===== src/rtl/pg_carry_resolver_pkg.sv =====
`default_nettype none
// +--------------------------------------------------------------------+
// | Package    : adder_pkg                                             |
// | Description: Shared carry-lookahead group width, group p/g term    |
// |              type and the associative p/g combine operator.        |
// | Revision   : 1.0  initial release                                  |
// +--------------------------------------------------------------------+
package adder_pkg;

    localparam int GROUP_W = 4;

    // Group-level generate/propagate pair.
    typedef struct packed {
        logic g;
        logic p;
    } pg_t;

    // Combine a higher-order span (hi) with the lower-order span (lo)
    // directly beneath it: the merged span generates if hi generates or
    // hi propagates a carry generated by lo.
    function automatic pg_t pg_combine(input pg_t hi, input pg_t lo);
        pg_t v_r;
        v_r.g = hi.g | (hi.p & lo.g);
        v_r.p = hi.p & lo.p;
        return v_r;
    endfunction

endpackage
`default_nettype wire


===== src/rtl/pg_carry_resolver_if.sv =====
`default_nettype none
// +--------------------------------------------------------------------+
// | Interface  : pg_carry_resolver_if                                  |
// | Description: Valid/ready input (p/g/cin) and output (sum/cout/ovf) |
// |              bundle for the carry resolver.                        |
// | Revision   : 1.0  initial release                                  |
// +--------------------------------------------------------------------+
interface pg_carry_resolver_if #(
    parameter int WIDTH = 32
);
    logic             in_valid;
    logic             in_ready;
    logic [WIDTH-1:0] p;
    logic [WIDTH-1:0] g;
    logic             cin;
    logic             out_valid;
    logic             out_ready;
    logic [WIDTH-1:0] sum;
    logic             cout;
    logic             ovf;

    // Producer of operations / consumer of results.
    modport master (
        output in_valid, p, g, cin, out_ready,
        input  in_ready, out_valid, sum, cout, ovf
    );

    // The resolver itself.
    modport slave (
        input  in_valid, p, g, cin, out_ready,
        output in_ready, out_valid, sum, cout, ovf
    );
endinterface
`default_nettype wire


===== src/rtl/pg_carry_resolver_cla_group4.sv =====
`default_nettype none
// +--------------------------------------------------------------------+
// | Module     : cla_group4                                            |
// | Description: Combinational 4-bit lookahead. Produces the group     |
// |              generate/propagate and, for every bit, the carry into |
// |              that bit assuming a zero group carry-in (pre_g) plus  |
// |              the propagate product of the bits below it (pre_p).   |
// | Revision   : 1.0  initial release                                  |
// +--------------------------------------------------------------------+
module cla_group4
    import adder_pkg::*;
(
    input  wire  [GROUP_W-1:0] i_p,
    input  wire  [GROUP_W-1:0] i_g,
    output pg_t                o_grp,
    output logic [GROUP_W-1:0] o_pre_g,
    output logic [GROUP_W-1:0] o_pre_p
);

    // Prefix scan from bit 0 upward; the running span before bit j is
    // exactly that bit's in-group prefix term.
    always_comb begin
        pg_t v_acc;
        pg_t v_bit;
        v_acc.g = 1'b0;
        v_acc.p = 1'b1;
        v_bit   = '0;
        o_pre_g = '0;
        o_pre_p = '0;
        for (int j = 0; j < GROUP_W; j++) begin
            o_pre_g[j] = v_acc.g;
            o_pre_p[j] = v_acc.p;
            v_bit.g    = i_g[j];
            v_bit.p    = i_p[j];
            v_acc      = pg_combine(v_bit, v_acc);
        end
        o_grp = v_acc;
    end

endmodule
`default_nettype wire


===== src/rtl/pg_carry_resolver.sv =====
`default_nettype none
// +--------------------------------------------------------------------+
// | Module     : pg_carry_resolver                                     |
// | Description: Two-stage valid/ready pipeline turning per-bit p/g    |
// |              vectors into sum, carry-out and signed overflow using |
// |              4-bit lookahead groups chained in the second stage.   |
// | Revision   : 1.0  initial release                                  |
// +--------------------------------------------------------------------+
module pg_carry_resolver
    import adder_pkg::*;
#(
    parameter int WIDTH = 32
)
(
    input wire                 clk,
    input wire                 rst,
    pg_carry_resolver_if.slave bus
);

    localparam int c_num_grp = WIDTH / GROUP_W;

    // Stage-1 combinational group terms
    pg_t  [c_num_grp-1:0] w_grp;
    logic [WIDTH-1:0]     w_pre_g;
    logic [WIDTH-1:0]     w_pre_p;

    // Stage-1 registers
    logic                 r_s1_v;
    logic [WIDTH-1:0]     r_s1_p;
    logic                 r_s1_cin;
    pg_t  [c_num_grp-1:0] r_s1_grp;
    logic [WIDTH-1:0]     r_s1_pre_g;
    logic [WIDTH-1:0]     r_s1_pre_p;

    // Stage-2 combinational resolution
    logic [WIDTH-1:0]     w_carry;
    logic                 w_cout;
    logic [WIDTH-1:0]     w_sum;
    logic                 w_ovf;

    // Stage-2 registers
    logic                 r_s2_v;
    logic [WIDTH-1:0]     r_sum;
    logic                 r_cout;
    logic                 r_ovf;

    // Stall control
    logic                 w_s2_en;
    logic                 w_s1_en;

    assign w_s2_en = !r_s2_v || bus.out_ready;
    assign w_s1_en = !r_s1_v || w_s2_en;

    // Masking with rst guarantees no handshake completes while the
    // pipeline is being flushed.
    assign bus.in_ready  = w_s1_en && !rst;
    assign bus.out_valid = r_s2_v  && !rst;
    assign bus.sum       = r_sum;
    assign bus.cout      = r_cout;
    assign bus.ovf       = r_ovf;

    generate
        for (genvar gk = 0; gk < c_num_grp; gk++) begin : g_grp
            cla_group4 u_cla (
                .i_p     (bus.p[gk*GROUP_W +: GROUP_W]),
                .i_g     (bus.g[gk*GROUP_W +: GROUP_W]),
                .o_grp   (w_grp[gk]),
                .o_pre_g (w_pre_g[gk*GROUP_W +: GROUP_W]),
                .o_pre_p (w_pre_p[gk*GROUP_W +: GROUP_W])
            );
        end
    endgenerate

    // Stage 1: capture group terms, propagate vector and carry-in.
    always_ff @(posedge clk) begin
        if (rst) begin
            r_s1_v     <= 1'b0;
            r_s1_p     <= '0;
            r_s1_cin   <= 1'b0;
            r_s1_grp   <= '0;
            r_s1_pre_g <= '0;
            r_s1_pre_p <= '0;
        end else if (w_s1_en) begin
            r_s1_v     <= bus.in_valid;
            r_s1_p     <= bus.p;
            r_s1_cin   <= bus.cin;
            r_s1_grp   <= w_grp;
            r_s1_pre_g <= w_pre_g;
            r_s1_pre_p <= w_pre_p;
        end
    end

    // Ripple the group carries and expand each into its per-bit carries.
    always_comb begin
        logic v_c;
        v_c     = r_s1_cin;
        w_carry = '0;
        for (int k = 0; k < c_num_grp; k++) begin
            for (int j = 0; j < GROUP_W; j++) begin
                w_carry[k*GROUP_W + j] = r_s1_pre_g[k*GROUP_W + j]
                                       | (r_s1_pre_p[k*GROUP_W + j] & v_c);
            end
            v_c = r_s1_grp[k].g | (r_s1_grp[k].p & v_c);
        end
        w_cout = v_c;
    end

    // w_carry[0] is cin itself, so this is p ^ {carries[WIDTH-1:1], cin}.
    assign w_sum = r_s1_p ^ w_carry;
    assign w_ovf = w_carry[WIDTH-1] ^ w_cout;

    // Stage 2: register the result; holds while the consumer stalls.
    always_ff @(posedge clk) begin
        if (rst) begin
            r_s2_v <= 1'b0;
            r_sum  <= '0;
            r_cout <= 1'b0;
            r_ovf  <= 1'b0;
        end else if (w_s2_en) begin
            r_s2_v <= r_s1_v;
            r_sum  <= w_sum;
            r_cout <= w_cout;
            r_ovf  <= w_ovf;
        end
    end

endmodule
`default_nettype wire


===== src/flat_wrapper.sv =====
// flat-port wrapper written by rule: the top's interface ports become plain ports
module pg_carry_resolver_flat import adder_pkg::*;
#(
    parameter int WIDTH = 32
)
  (clk, rst, bus_in_valid, bus_p, bus_g, bus_cin, bus_out_ready, bus_in_ready, bus_out_valid, bus_sum, bus_cout, bus_ovf);
  pg_carry_resolver_if #(.WIDTH(WIDTH)) bus_i ();
  input wire clk;
  input wire rst;
  input wire logic [$bits(bus_i.in_valid)-1:0] bus_in_valid;
  input wire logic [$bits(bus_i.p)-1:0] bus_p;
  input wire logic [$bits(bus_i.g)-1:0] bus_g;
  input wire logic [$bits(bus_i.cin)-1:0] bus_cin;
  input wire logic [$bits(bus_i.out_ready)-1:0] bus_out_ready;
  output wire logic [$bits(bus_i.in_ready)-1:0] bus_in_ready;
  output wire logic [$bits(bus_i.out_valid)-1:0] bus_out_valid;
  output wire logic [$bits(bus_i.sum)-1:0] bus_sum;
  output wire logic [$bits(bus_i.cout)-1:0] bus_cout;
  output wire logic [$bits(bus_i.ovf)-1:0] bus_ovf;
  assign bus_i.in_valid = bus_in_valid;
  assign bus_i.p = bus_p;
  assign bus_i.g = bus_g;
  assign bus_i.cin = bus_cin;
  assign bus_i.out_ready = bus_out_ready;
  assign bus_in_ready = bus_i.in_ready;
  assign bus_out_valid = bus_i.out_valid;
  assign bus_sum = bus_i.sum;
  assign bus_cout = bus_i.cout;
  assign bus_ovf = bus_i.ovf;
  pg_carry_resolver #(.WIDTH(WIDTH)) u_core (.clk(clk), .rst(rst), .bus(bus_i));
endmodule

===== config.mk =====
export PLATFORM = sky130hd
export DESIGN_NAME = pg_carry_resolver_flat
export DESIGN_NICKNAME = d
export VERILOG_FILES = /design/src/rtl/pg_carry_resolver_pkg.sv /design/src/rtl/pg_carry_resolver_if.sv /design/src/rtl/pg_carry_resolver_cla_group4.sv /design/src/rtl/pg_carry_resolver.sv /design/src/flat_wrapper.sv
export SDC_FILE = /design/constraint.sdc
export NUM_CORES = 1
export LEC_CHECK = 0
export BUFFER_PORTS_ARGS = -buffer_cell sky130_fd_sc_hd__buf_4
export CAP_MARGIN = 20
export CORE_MARGIN = 10
export CORE_UTILIZATION = 35
export DETAILED_ROUTE_END_ITERATION = 10
export GPL_TIMING_DRIVEN = 0
export RECOVER_POWER = 100
export SLEW_MARGIN = 25
export SYNTH_ARGS = -nofsm -noshare
export SYNTH_HDL_FRONTEND = slang
export SYNTH_HIERARCHICAL = 1
export SYNTH_SLANG_ARGS = --single-unit

===== constraint.sdc =====
create_clock -name clk -period 2.78 [get_ports clk]
set_input_delay 0.556 -clock clk [delete_from_list [all_inputs] [get_ports clk]]
set_output_delay 0.556 -clock clk [all_outputs]
set_load 0.1 [all_outputs]

== Word-level counts from Yosys, hierarchy flattened ==
Index checks and enable logic that the tools add are counted.

* Register bits: 141
* Bits of input ports: 69
* Output and inout bits: 36

* Bitwise gates (word level): 146
* Reduce and logical (&&, ||, !) cells: 7

{| class="wikitable"
|+ Operators with widths
! cell !! count
|-
| 1-bit AND || 88
|-
| 1-bit OR || 56
|-
| 32-bit bitwise XOR || 1
|-
| 1-bit logical NOT || 3
|-
| 1-bit logical AND || 2
|-
| 1-bit logical OR || 2
|-
| 1-bit bitwise XOR || 1
|}

== Logic depth before layout (Yosys ltp) ==
Gate-level depths: netlist (run 1).

* Word-level depth: 17
* Mapped depth: 8
* Gate-level depth less buffers: 5

== Cells and area by module ==
The synthesis (run 1) kept the hierarchy.

{| class="wikitable"
|+ Modules (own cells, without submodules)
! module !! times used !! cells an instance !! area each (um^2) !! sequential area each (um^2)
|-
| pg_carry_resolver || 1 || 714 || 5,815.6 || 2,982.9
|-
| cla_group4 || 8 || 13 || 91.3 || 0.0
|}

== Worst setup path before layout (run 1) ==
OpenSTA, ideal clock, no wires.

* Kind: input -> output
* Start: in bus_out_ready
* End: out bus_in_ready
* Arrival: 2.461 ns
* Required time: 2.224 ns
* Path slack: -0.237 ns
* Stages on the path: 6
* Path buffers: 3
* Cell sequence: nor2b_1 buf_2 and2_1 buf_2 clkbuf_1 nor2_1

* Longest elaborated chain between the ends: 3

{| class="wikitable"
|+ RTL lines
! what !! line !! text
|-
| from (decl) || flat_wrapper.sv:14 || <nowiki>input wire logic [$bits(bus_i.out_ready)-1:0] bus_out_ready;</nowiki>
|-
| 1-bit logical OR || pg_carry_resolver.sv:51 || <nowiki>assign w_s2_en = !r_s2_v || bus.out_ready;</nowiki>
|-
| 1-bit logical OR || pg_carry_resolver.sv:52 || <nowiki>assign w_s1_en = !r_s1_v || w_s2_en;</nowiki>
|-
| 1-bit logical AND || pg_carry_resolver.sv:56 || <nowiki>assign bus.in_ready = w_s1_en && !rst;</nowiki>
|-
| to (decl) || flat_wrapper.sv:15 || <nowiki>output wire logic [$bits(bus_i.in_ready)-1:0] bus_in_ready;</nowiki>
|}

No other way between the ends.

== Worst setup path in the final report (run 1) ==
* Start: reg u_core.r_s2_v
* End: out bus_in_ready

* Longest elaborated chain between the ends: 4

{| class="wikitable"
|+ RTL lines
! what !! line !! text
|-
| from (decl) || pg_carry_resolver.sv:42 || <nowiki>logic r_s2_v;</nowiki>
|-
| from (signal assigned) || pg_carry_resolver.sv:120 || <nowiki>r_s2_v <= r_s1_v;</nowiki>
|-
| 1-bit logical NOT || pg_carry_resolver.sv:51 ||
|-
| 1-bit logical OR || pg_carry_resolver.sv:51 ||
|-
| 1-bit logical OR || pg_carry_resolver.sv:52 ||
|-
| 1-bit logical AND || pg_carry_resolver.sv:56 ||
|}

No other way between the ends.

==> results.cfg, run 1 <==
[outcome]
outcome = completed

[global_routing]
grt_pass1_wl_mm = 29.8
antenna_found_initial = 0
grt_pass1_vias = 5682
track_usage_pct = 15.4
gr-total-overflow = 0
grt_max_degree = 17

[placement]
place_area_mm2 = 0.00761
dp.cells = 1150
hpwl_mm = 13.5
portBuffers = 103
gp_congestion = 0.810

[floorplanning]
top_level_ports = 105
die_area_mm2 = 0.0246
placementRows = 49
initial_utilization_pct = 36.0
core_area_mm2 = 0.0182
die_w_um = 157
fp.dieH_um = 157

[logic_synthesis]
yosys_register_bits = 149
yosys.cell_count.top_type = nand2_1
synth_top_cell_by_area = dfxtp_1
synth_flop_cell = dfxtp_1
synth_cells = 818
synth.cell_area_mm2 = 0.00655
synth_edf_count = 0
ys_warn_count = 6
syn-mean-instance-area_um2 = 8.00
yosys.area.top_type_share_pct = 45.6
synth_area_leaders = dfxtp_1 (46%), nand2_1 (15%), a21oi_1 (11%), xnor2_1 (4.3%), buf_4 (3.7%)
yosysUniqueCellTypes = 41
synthTopCellsByCount = nand2_1 (255), dfxtp_1 (149), a21oi_1 (139)
synth-async-reset-ratio_pct = 0
ys_seq_area_share_pct = 45.6
mappedNetlistNets = 887

[detailed_routing]
dr.pass1.iters = 4
num_vias = 5676
post_drt_via_cell_ratio = 4.81
finalWirelength_mm = 18.9
drt_iter0_markers = 323
wl_per_cell_um = 16.0
antenna_left = 0
drc = 0

[timing]
hold_viol = 0
rsz0062_at_grt = false
period_needed_ns = 2.54
setup_violations = 0
finalSetupTns_ns = 0
max_freq_ghz = 0.394
clock_skew_ns = 0.00539
relSlewSlack_pct = 20.9
finalCritPeriodShare_pct = 91.4
worstMarginPinSlew_ns = 1.19
slew_viol_final = 0

[layout]
nFillCells = 1886
drive_gt1_share_pct = 17.8
antenna_cells = 0
fin_nets = 1008
instances_no_fill = 1181
area_growth_pct = 23.1
stdcell_area_mm2 = 0.00806

[setup_path]
slowest_delay_ns = 0.44
crit_required_ns = 2.22
r2r_slack_ns = 0.33
r2r_cells = 6
critPathCaptureType = primary output
path_class = register to primary output
slowest_stage = buf_2
path_max_fanout = 16
critPathLaunchType = register
cp_common_cell = buf_2
path_cells = nor2b_1 -> buf_2 -> and2_1 -> buf_2 -> nor2_2 -> buf_2
cp.arrival_ns = 1.98

[pwr]
irDropWorstVdd_v = 0.000426
power.density_mw_per_mm2 = 718
intPower_w = 0.00412
p_leak_nw = 3.50
switching_power_w = 0.00166
swShare_pct = 28.7
combPwrFrac_pct = 16.4
seqPwrFrac_pct = 40.8
pwr-share-clk_pct = 42.8

[job]
maxCapViolations = 0

[clocking]
clock-sinks = 149
clock-root-buffer = clkbuf_16
cts_buffers = 17
cts.path.max_buffers = 2
cts_tree = built
clk_pin_slew_ns = 0.06
htreeDepth = 4
clk_latency_ns = 0.43

[worst_hold_path]
whs_path_depth = 3
hp-class = input pin to register
## placed cells by master (no fill, tap or decap), types with 10 or more instances in the layout
master	count
nand2_1	255
dfxtp_1	149
a21oi_1	139
buf_4	99
clkbuf_1	75
xnor2_1	32
a21o_1	26
a22o_1	21
clkbuf_16	17
conb_1	16
a31oi_1	13
and2_1	10
## metrics by stage
step	hold WS, ns	power (W)	util (%)	setup slack, ns
final	0.353	0.00578	44.3	0.240
after global routing	0.380	0.00603	44.3	0.121
after CTS	0.341	0.00589	45.3	0.0462
after detailed placement	0.440	0.00341	41.8	0.200
after global placement	0.436	0.00340	41.8	0.202
after floorplan	0.427	0.00312	-	0.222
## flip-flops by register name, summed over array words and instances, names as in the netlist
name               flops
u_core/r_s1_v          1
u_core/bus.cout        1
u_core/r_s1_cin        1
u_core/r_s1_pre_p     32
u_core/r_s1_pre_g     32
u_core/r_s1_p         32
u_core/bus.sum        32
u_core/r_s2_v          1
u_core/bus.ovf         1
u_core/r_s1_grp       16
## power by group through the flow
stage | Combinational, W | Clock, W | Sequential [W]
after detailed placement | 0.00100 | 0 | 0.00241
after global placement | 0.000995 | 0 | 0.00241
final | 0.000946 | 0.00248 | 0.00236
after CTS | 0.00100 | 0.00253 | 0.00236
after floorplan | 0.000387 | 0 | 0.00273
after global routing | 0.00102 | 0.00263 | 0.00238
## cell families after synthesis
family / count (synthesis) / synth area share [%]
and+or+nand+nor: 304 / 19.2
AOI/OAI and AO/OA: 231 / 22.7
DFF: 149 / 45.6
buffers and inverters: 83 / 6.84
xor gates and xnor gates: 32 / 4.28
other: 16 / 0.917
muxes: 3 / 0.478
## final cells by class
cell class                      instances  area [µm²]  share of cell area (%)
Sequential cell                       149        2980                    37.0
Multi-Input combinational cell        586        3080                    38.2
Tap cell                              229         287                    3.56
Clock buffer                           20         457                    5.67
Timing Repair Buffer                  103         641                    7.95
Clock inverter                         12         175                    2.17
Buffer                                 82         435                    5.40
## metal layers
layer	GRT usage, %	up-vias	wire (µm)
met5	0	-	0
met1	19.2	2605	8500
met2	25.2	123	8930
li1	-	2931	-
met4	4.85	0	198
met3	4.36	17	1300
## critical path: cells and delay by family (launching register included)
kind | cells | cell delay, ns
flip-flops | 1 | 0.31
AND/OR/NAND/NOR | 3 | 0.41
buffers and inverters | 3 | 0.83
## timing repair
item                       in CTS  in global routing
resized for setup               0                  0
setup endpoints to repair       0                  1
hold buffers                    0                  0
buffers inserted                0                  0
## path summary, 6_finish.rpt
kind	from	endpoint
hold reg to reg	u_core/r_s1_grp[2]	u_core/r_s1_grp[2]
setup / recovery	u_core/r_s2_v	bus_in_ready
hold / removal	bus_in_valid	u_core/r_s1_v
setup reg to reg	u_core/r_s1_cin	u_core/bus.sum[27]
Power figures use the tool's default switching activity.
==> inputs of run 2 (changes only) <==
--- a/config.mk
+++ b/config.mk
@@ -7,11 +7,16 @@
 export LEC_CHECK = 0
 export BUFFER_PORTS_ARGS = -buffer_cell sky130_fd_sc_hd__buf_4
 export CAP_MARGIN = 20
+export CELL_PAD_IN_SITES_DETAIL_PLACEMENT = 1
+export CELL_PAD_IN_SITES_GLOBAL_PLACEMENT = 2
 export CORE_MARGIN = 10
 export CORE_UTILIZATION = 35
+export CTS_BUF_LIST = sky130_fd_sc_hd__clkbuf_2 sky130_fd_sc_hd__clkbuf_4 sky130_fd_sc_hd__clkbuf_8
 export DETAILED_ROUTE_END_ITERATION = 10
 export GPL_TIMING_DRIVEN = 0
+export PLACE_DENSITY_LB_ADDON = 0.1
 export RECOVER_POWER = 100
+export REMOVE_ABC_BUFFERS = 1
 export SLEW_MARGIN = 25
 export SYNTH_ARGS = -nofsm -noshare
 export SYNTH_HDL_FRONTEND = slang
==> results.cfg, run 2 (same netlist as run 1, synthesis figures left out) <==
[outcome]
outcome = completed

[placement]
place_ws_ns = -0.600
hpwl_mm = 12.0
gp_congestion = 0.730
portBuffers = 104

[pwr]
power.density_mw_per_mm2 = 664
irDropWorstVdd_v = 0.000274
p_leak_nw = 3.26

[job]
maxCapViolations = 0

[setup_path]
path_class = register to primary output
cp.arrival_ns = 2.00
path_cells = and2_4 -> buf_16 -> nor2_1 -> clkbuf_4
critPathCaptureType = primary output
crit_required_ns = 2.22
slowest_delay_ns = 0.51
critPathLaunchType = register
critPathBufInv = 2
slowest_stage = dfxtp_1
r2r_slack_ns = 0.37
reg2reg_from = u_core/r_s2_v
worstReg2RegEnd = u_core/r_s1_pre_g[18]
cp_top_family = buffers and inverters
r2r_cells = 7
path_max_fanout = 56

[floorplanning]
initial_utilization_pct = 36.0
fp.dieH_um = 157
die_area_mm2 = 0.0246
top_level_ports = 105
core_area_mm2 = 0.0182
placementRows = 49
die_w_um = 157

[worst_hold_path]
whs_path_depth = 3
hp-class = input pin to register
min_from = bus_in_valid
hold_end = u_core/r_s1_v

[global_routing]
grt_max_degree = 133
grt_pass1_vias = 5791
grt_pass1_wl_mm = 30.3
gr-total-overflow = 0
track_usage_pct = 15.3
antenna_found_initial = 0

[layout]
drive_gt1_share_pct = 16.6
fin_nets = 934
final_cell_mix = nand2_1 (254), dfxtp_1 (149), a21oi_1 (139)
layout_commonest_cell = nand2_1
antenna_cells = 0
area_growth_pct = 15.7
nFillCells = 2217
seqCellArea_mm2 = 0.00298
multiInputGateArea_mm2 = 0.00314

[timing]
worstMarginPinSlew_ns = 1.29
clock_skew_ns = 0.0141
finalCritPeriodShare_pct = 92.1
rsz0062_at_grt = false
hold_viol = 0
slew_viol_final = 0
max_freq_ghz = 0.391
relSlewSlack_pct = 13.6
setup_ws_ns = 0.220
setup_violations = 0
period_needed_ns = 2.56
finalSetupTns_ns = 0

[detailed_routing]
wl_per_cell_um = 16.8
dr.pass1.iters = 4
antenna_left = 0
drt_iter0_markers = 258
drc = 0
post_drt_via_cell_ratio = 5.08
finalWirelength_mm = 18.6
num_vias = 5619

[clocking]
clk_pin_slew_ns = 0.07
cts_hold_buf = 0
cts_buffers = 17
clock-root-buffer = clkbuf_8
cts_tree = built
clock-sinks = 149
htreeDepth = 4
cts.path.max_buffers = 2
clk_latency_ns = 0.45
run 2: routing by layer:
layer / up-vias / global-route usage [%] / part of all wire, %
met3: 21 / 3.87 / 4.2
met2: 101 / 24.9 / 48
met1: 2717 / 19.6 / 46
met4: 0 / 4.85 / 1.4
li1: 2780 / - / -
met5: - / 0 / 0
run 2: how the worst max path moves through the flow:
stage          slack (ns)  cells after the start           end          start
2_1_floorplan       -2.14                      3  bus_in_ready  bus_out_ready
3_3_place_gp        -3.06                      5  bus_in_ready  bus_out_ready
3_5_place_dp        -0.60                      6  bus_in_ready  bus_out_ready
4_1_cts              0.19                      4  bus_in_ready  u_core/r_s1_v
5_1_grt              0.10                      4  bus_in_ready  u_core/r_s1_v
6_report             0.22                      4  bus_in_ready  u_core/r_s1_v
run 2: power by group:
group / leakage [nW] / switching (W) / internal, W
Combinational: 1.81 / 0.000644 / 0.000272
Clock: 0.212 / 0.000803 / 0.000947
Sequential: 1.24 / 0.0000905 / 0.00227
run 2: through the flow:
| stage | cells | instance area [µm²] | hold slack [ns] | total power, W | util (%) |
|---|---|---|---|---|---|
| floorplan | 735 | 6100 | 0.421 | 0.00305 | - |
| global placement | 1068 | 7170 | 0.438 | 0.00335 | 39.4 |
| detailed placement | 1072 | 7290 | 0.442 | 0.00338 | 40.0 |
| CTS | 1107 | 7740 | 0.294 | 0.00515 | 42.5 |
| global route | 1107 | 7570 | 0.301 | 0.00529 | 41.6 |
| finish | 1107 | 7570 | 0.325 | 0.00503 | 41.6 |
run 2: worst reg2reg max path: stages, from the launching register on:
cell and delay, ns:
dfxtp_1 0.35, nor2b_1 0.18, buf_4 0.29, nand2_4 0.28, clkbuf_2 0.58, buf_12 0.38
nand2_1 0.13, a21oi_1 0.07
run 2: what timing repair did:
action | CTS | global route
gates resized for setup | 1 | 0
hold endpoints to repair | 0 | 0
buffers inserted | 1 | 0
setup endpoints to repair | 1 | 0
run 2: final cells by class:
type	instances	area share [%]
flip-flops and latches	149	39.4
multi-input cells	588	41.5
well taps	229	3.78
clock buffers	25	4.30
repair buffers	109	9.83
clock inverters	7	1.24
